`config.mk`:
```
export PLATFORM = sky130hd
export DESIGN_NAME = multiport_regfile
export DESIGN_NICKNAME = d
export VERILOG_FILES = /design/src/rtl/multiport_regfile.sv
export SDC_FILE = /design/constraint.sdc
export NUM_CORES = 2
export LEC_CHECK = 0
export ABC_AREA = 1
export CORE_MARGIN = 3
export CORE_UTILIZATION = 55
export CTS_BUF_LIST = sky130_fd_sc_hd__clkbuf_4
export CTS_CLUSTER_SIZE = 8
export DETAILED_ROUTE_END_ITERATION = 12
export PLACE_DENSITY = 0.83
export SYNTH_ARGS = -nofsm -noshare
export SYNTH_HDL_FRONTEND = slang
export SYNTH_SLANG_ARGS = --single-unit
```
`constraint.sdc`:
```
create_clock -name clock -period 49.6 [get_ports clock]
set_input_delay 9.92 -clock clock [delete_from_list [all_inputs] [get_ports clock]]
set_output_delay 9.92 -clock clock [all_outputs]
set_load 0.05 [all_outputs]
```
`src/rtl/multiport_regfile.sv`:
```
// Integer register file: NREAD combinational read ports, NWRITE write ports, x0 hardwired to zero.
// Keeps a per-register busy scoreboard. Define REGFILE_BYPASS_EN to forward same-cycle writes to reads.
module multiport_regfile #(
    parameter int XLEN   = 32,
    parameter int NREGS  = 32,
    parameter int NREAD  = 2,
    parameter int NWRITE = 1,
    localparam int AW    = $clog2(NREGS)
) (
    input  logic                     clock,
    input  logic                     reset,
    input  logic [NWRITE-1:0]        WB_reg_wr_enb,
    input  logic [NWRITE*AW-1:0]     WB_reg_write_addr,
    input  logic [NWRITE*XLEN-1:0]   WB_reg_write_data,
    input  logic [NREAD*AW-1:0]      ID_reg_read_addr,
    output logic [NREAD*XLEN-1:0]    ID_reg_read_data,
    output logic [NREAD-1:0]         ID_reg_busy,
    input  logic                     ID_sb_set_enb,
    input  logic [AW-1:0]            ID_sb_set_addr
);

    logic [XLEN-1:0]  regs_q [NREGS];
    logic [XLEN-1:0]  regs_d [NREGS];
    logic [NREGS-1:0] busy_q;
    logic [NREGS-1:0] busy_d;

    logic [AW-1:0]    wr_addr [NWRITE];
    logic [XLEN-1:0]  wr_data [NWRITE];
    logic [AW-1:0]    rd_addr [NREAD];

    for (genvar p = 0; p < NWRITE; p++) begin : g_wr
        assign wr_addr[p] = WB_reg_write_addr[p*AW +: AW];
        assign wr_data[p] = WB_reg_write_data[p*XLEN +: XLEN];
    end

    for (genvar r = 0; r < NREAD; r++) begin : g_rd
        assign rd_addr[r] = ID_reg_read_addr[r*AW +: AW];
    end

    // Ascending port order lets the highest-numbered writer win; set is applied last so it beats a clear.
    always_comb begin
        regs_d = regs_q;
        busy_d = busy_q;
        for (int p = 0; p < NWRITE; p++) begin
            if (WB_reg_wr_enb[p] && (wr_addr[p] != '0)) begin
                regs_d[wr_addr[p]] = wr_data[p];
                busy_d[wr_addr[p]] = 1'b0;
            end
        end
        if (ID_sb_set_enb && (ID_sb_set_addr != '0)) begin
            busy_d[ID_sb_set_addr] = 1'b1;
        end
        busy_d[0] = 1'b0;
    end

    always_ff @(posedge clock or posedge reset) begin
        if (reset) begin
            regs_q <= '{default: '0};
            busy_q <= '0;
        end else begin
            regs_q <= regs_d;
            busy_q <= busy_d;
        end
    end

    always_comb begin
        ID_reg_read_data = '0;
        ID_reg_busy      = '0;
        for (int r = 0; r < NREAD; r++) begin
            ID_reg_read_data[r*XLEN +: XLEN] = regs_q[rd_addr[r]];
            ID_reg_busy[r]                   = busy_q[rd_addr[r]];
`ifdef REGFILE_BYPASS_EN
            // Reset must still force zeros even if a write is presented.
            for (int p = 0; p < NWRITE; p++) begin
                if (!reset && WB_reg_wr_enb[p] && (wr_addr[p] == rd_addr[r]) && (rd_addr[r] != '0)) begin
                    ID_reg_read_data[r*XLEN +: XLEN] = wr_data[p];
                    ID_reg_busy[r]                   = 1'b0;
                end
            end
`endif
        end
    end

endmodule

```
==> run_summary.xml <==
<?xml version="1.0" encoding="UTF-8"?>
<metrics>
  <group name="logic_synthesis">
    <metric name="synth.largest_area_cell" unit="">sky130_fd_sc_hd__dfrtp_1</metric>
    <metric name="combined_area_of_all_synthesized_cells" unit="um^2">59000</metric>
    <metric name="avgSynthCellArea" unit="um^2">6.89</metric>
    <metric name="netlist_instances" unit="">8575</metric>
    <metric name="mappedNetlistNets" unit="">8631</metric>
    <metric name="synth-async-reset-ratio" unit="">1.00</metric>
    <metric name="synth_sequential_area_ratio" unit="">0.447</metric>
    <metric name="synth.top_cell.area_share" unit="">0.447</metric>
    <metric name="synth_cell_types" unit="">26</metric>
    <metric name="synth.yosys.warnings" unit="">0</metric>
    <metric name="most_frequently_used_cell_type_in_the_post_synthesis_netlist" unit="">sky130_fd_sc_hd__nand2_1</metric>
    <metric name="number_of_synthesized_flops_with_an_enable_pin" unit="">0</metric>
    <metric name="number_of_storage_elements_in_the_synthesis_netlist" unit="">1055</metric>
    <metric name="ys_top_cells_by_area" unit="">sky130_fd_sc_hd__dfrtp_1 45%, sky130_fd_sc_hd__nand2_1 25%, sky130_fd_sc_hd__nand3_1 14%</metric>
    <metric name="synth_commonest_cells" unit="">3929 x sky130_fd_sc_hd__nand2_1, 1602 x sky130_fd_sc_hd__nand3_1, 1055 x sky130_fd_sc_hd__dfrtp_1</metric>
    <metric name="synth-main-ff-cell" unit="">sky130_fd_sc_hd__dfrtp_1</metric>
  </group>
  <group name="placed_design">
    <metric name="portBuffers" unit="">121</metric>
    <metric name="place_congestion" unit="">0.872</metric>
    <metric name="post_dp_cell_area" unit="um^2">58900</metric>
    <metric name="dpl.hpwl" unit="mm">107</metric>
    <metric name="dpl_worst_slack" unit="ps">24260</metric>
  </group>
  <group name="pwr">
    <metric name="power.share.clock" unit="">0.319</metric>
    <metric name="intPower" unit="mW">1.61</metric>
    <metric name="combPwrFrac" unit="">0.212</metric>
    <metric name="seq_power_share" unit="">0.469</metric>
    <metric name="power_density" unit="nW/um^2">39.4</metric>
    <metric name="power_switching" unit="mW">0.850</metric>
    <metric name="sw_frac_of_total" unit="">0.346</metric>
    <metric name="total_power_of_the_final_layout" unit="mW">2.46</metric>
    <metric name="leakage_power_of_the_design" unit="nW">30.2</metric>
    <metric name="vdd_drop_max" unit="V">0.0000181</metric>
  </group>
  <group name="setup_path">
    <metric name="critical-path-slowest-cell" unit="">sky130_fd_sc_hd__buf_4</metric>
    <metric name="cp_data_arrival_time" unit="ps">15770</metric>
    <metric name="crit_path_start" unit="">ID_reg_read_addr[5]</metric>
    <metric name="crit_path_max_incr_delay" unit="ps">940</metric>
    <metric name="critical_path.cell_chain" unit="">buf_8 -&gt; buf_4 -&gt; buf_4 -&gt; buf_4 -&gt; buf_4 -&gt; nand2_1 -&gt; nand3_1 -&gt; nand3_1 -&gt; nand2_1 -&gt; nand2_1 -&gt; nand2_1 -&gt; nand2_1 -&gt; nand2_1 -&gt; clkdlybuf4s50_1</metric>
    <metric name="crit_path_frequent_cell" unit="">sky130_fd_sc_hd__nand2_1</metric>
    <metric name="worstPathMaxFanout" unit="">87</metric>
    <metric name="startpoint_of_the_worst_slack_reg_to_reg_timing_path" unit="">regs_q[553]</metric>
    <metric name="top_delay_family_on_crit_path" unit="">buffers and inverters</metric>
    <metric name="worst_setup_path_end_kind" unit="">output port</metric>
    <metric name="worst_ep_required_time" unit="ps">39680</metric>
    <metric name="path_class" unit="">in2out</metric>
    <metric name="cp_num_buf_inv" unit="">6</metric>
    <metric name="critical_path.startpoint_type" unit="">input port</metric>
  </group>
  <group name="clocking">
    <metric name="cts_resized" unit="">0</metric>
    <metric name="number_of_hold_buffers_added_after_cts" unit="">0</metric>
    <metric name="numCtsBuffers" unit="">296</metric>
    <metric name="cts_root_buf" unit="">sky130_fd_sc_hd__clkbuf_4</metric>
    <metric name="postCtsSetupRepairBufs" unit="">0</metric>
    <metric name="ctsHtreeMaxLevel" unit="">5</metric>
    <metric name="clock_edge_transition_at_the_registers_on_the_reported_setup_and_hold_paths" unit="ps">60</metric>
    <metric name="cts_tree" unit="">yes</metric>
    <metric name="clk_path_buf_depth" unit="">4</metric>
    <metric name="clock_sink_count" unit="">1055</metric>
    <metric name="worst_skew_pair_latency" unit="ps">1190</metric>
  </group>
  <group name="floorplan">
    <metric name="fp-row-count" unit="">119</metric>
    <metric name="chipWidth" unit="um">334</metric>
    <metric name="die_height" unit="um">334</metric>
    <metric name="coreArea" unit="um^2">106000</metric>
    <metric name="fp.dieArea" unit="um^2">111000</metric>
    <metric name="starting_density" unit="">0.558</metric>
    <metric name="design.portCount" unit="">122</metric>
  </group>
  <group name="timing">
    <metric name="layout_worst_path_cycle_share" unit="">0.518</metric>
    <metric name="setup_tns" unit="ps">0</metric>
    <metric name="finalClockSkew" unit="ps">0</metric>
    <metric name="timing.final.max_slew_violations" unit="">0</metric>
    <metric name="grt_setup_unrepaired" unit="">false</metric>
    <metric name="max_slew_margin" unit="">0.135</metric>
    <metric name="timing.final.ws_setup" unit="ps">23910</metric>
    <metric name="fmax" unit="MHz">38.9</metric>
    <metric name="final-setup-viol-count" unit="">0</metric>
    <metric name="hold_ws" unit="ps">403</metric>
    <metric name="final.min_clock_period" unit="ps">25690</metric>
    <metric name="worst-slew-pin-transition" unit="ps">1300</metric>
    <metric name="hold_viol" unit="">0</metric>
  </group>
  <group name="finish">
    <metric name="design.final.nets" unit="">8328</metric>
    <metric name="final-seq-area" unit="um^2">26400</metric>
    <metric name="layout-drive-gt1-share" unit="">0.0708</metric>
    <metric name="final_area" unit="um^2">62400</metric>
    <metric name="layout.filler_cells" unit="">9451</metric>
    <metric name="multiInputGateArea" unit="um^2">28600</metric>
    <metric name="area_growth" unit="%">5.65</metric>
  </group>
  <group name="drt">
    <metric name="route.detailed.wl_per_inst" unit="um">22.0</metric>
    <metric name="drtPass1Iterations" unit="">11</metric>
    <metric name="number_of_vias_per_cell_after_detailed_routing" unit="">6.32</metric>
    <metric name="drtAntennaViolNets" unit="">0</metric>
    <metric name="starting_drt_drc_count" unit="">11100</metric>
    <metric name="drcViolationCount" unit="">0</metric>
    <metric name="wl" unit="mm">216</metric>
    <metric name="num_vias" unit="">62200</metric>
  </group>
  <group name="global_route">
    <metric name="grt.total_usage" unit="">0.379</metric>
    <metric name="grt_overflow_total" unit="">0</metric>
    <metric name="grt_max_degree" unit="">216</metric>
    <metric name="grt_pass1_wl" unit="mm">331</metric>
    <metric name="number_of_antenna_violations_at_the_first_check_in_global_routing" unit="">10</metric>
    <metric name="via_count_of_the_first_global_routing_pass" unit="">58200</metric>
  </group>
  <group name="hold_path">
    <metric name="min-delay-path-class" unit="">reg2reg</metric>
    <metric name="hold_path.startpoint" unit="">regs_q[1008]</metric>
  </group>
  <group name="flow_run">
    <metric name="drv_cap" unit="">0</metric>
  </group>
  <group name="run_status">
    <metric name="status" unit="">finished, final reports clean</metric>
  </group>
</metrics>
==> metal layers <==
layer	wire [um]	vias to the layer above	GRT usage
met2	89900	5278	0.555
met1	76700	28300	0.484
met5	69	-	0.00255
met4	16100	10	0.249
met3	33600	1260	0.119
li1	-	27300	-
==> power groups by stage <==
stage                     sequential [mW]  clock (mW)  combinational (mW)
after floorplan                      1.13           0               0.394
after global placement               1.15           0               0.491
after detailed placement             1.16           0               0.510
after CTS                            1.14       0.786               0.511
after global routing                 1.17       0.832               0.587
final                                1.15       0.784               0.522
==> state kept, by name, indices dropped and copies added, names as in the netlist <==
| name | flops |
|---|---|
| busy_q | 31 |
| regs_q | 1024 |
==> through the flow <==
| stage | util | instances |
|---|---|---|
| after global routing | 0.589 | 9845 |
| after floorplan | - | 8575 |
| after detailed placement | 0.556 | 9365 |
| after CTS | 0.589 | 9841 |
| final | 0.589 | 9845 |
| after global placement | 0.556 | 9365 |
==> cell families after synthesis <==
| logic type | count (synthesis) | share of synthesized area |
|---|---|---|
| AND/OR/NAND/NOR | 5622 | 0.393 |
| flip-flops | 1055 | 0.447 |
| AO/OA/AOI/OAI | 1025 | 0.0895 |
| buffers and inverters | 873 | 0.0706 |
==> path summary, 6_finish.rpt <==
path,endpoint,slack (ps),depth (start not counted)
max,ID_reg_read_data[39],23910,14
min reg2reg,regs_q[1008],400,0
max in group asynchronous,regs_q[623],37040,5
min,regs_q[1008],400,0
min in group asynchronous,regs_q[409],9270,2
max reg2reg,regs_q[553],48790,2
==> placed cells by master, fill, tap and decap left out <==
cell type / count
sky130_fd_sc_hd__inv_6: 2
sky130_fd_sc_hd__buf_6: 2
sky130_fd_sc_hd__nor3_2: 3
sky130_fd_sc_hd__nor2_1: 75
sky130_fd_sc_hd__o22ai_1: 2
sky130_fd_sc_hd__buf_2: 2
sky130_fd_sc_hd__inv_8: 5
sky130_fd_sc_hd__nor2_2: 2
sky130_fd_sc_hd__buf_8: 4
sky130_fd_sc_hd__nand4_1: 1
sky130_fd_sc_hd__inv_2: 29
sky130_fd_sc_hd__nand3_1: 1602
sky130_fd_sc_hd__buf_4: 64
sky130_fd_sc_hd__nor3_1: 1
sky130_fd_sc_hd__bufinv_16: 6
sky130_fd_sc_hd__clkinv_1: 54
sky130_fd_sc_hd__clkdlybuf4s50_1: 111
sky130_fd_sc_hd__nor2_4: 2
sky130_fd_sc_hd__clkinv_2: 8
sky130_fd_sc_hd__dfrtp_1: 1055
sky130_fd_sc_hd__nand2_4: 16
sky130_fd_sc_hd__o21ai_0: 777
sky130_fd_sc_hd__nor3_4: 2
sky130_fd_sc_hd__clkbuf_4: 403
sky130_fd_sc_hd__o21ai_2: 40
sky130_fd_sc_hd__a21oi_1: 64
sky130_fd_sc_hd__nand3_2: 1
sky130_fd_sc_hd__o21ai_1: 142
sky130_fd_sc_hd__nand2_1: 3917
sky130_fd_sc_hd__buf_12: 7
sky130_fd_sc_hd__inv_1: 51
sky130_fd_sc_hd__diode_2: 4
==> area by class of cell <==
cell class | instances | area share
Clock inverter | 73 | 0.00702
Inverter | 82 | 0.00576
Sequential cell | 1055 | 0.423
Antenna cell | 4 | 0.000160
Multi-Input combinational cell | 6647 | 0.458
Clock buffer | 403 | 0.0485
Tap cell | 1391 | 0.0279
Timing Repair Buffer | 190 | 0.0292
No activity file was read; power rests on OpenSTA's default activity.
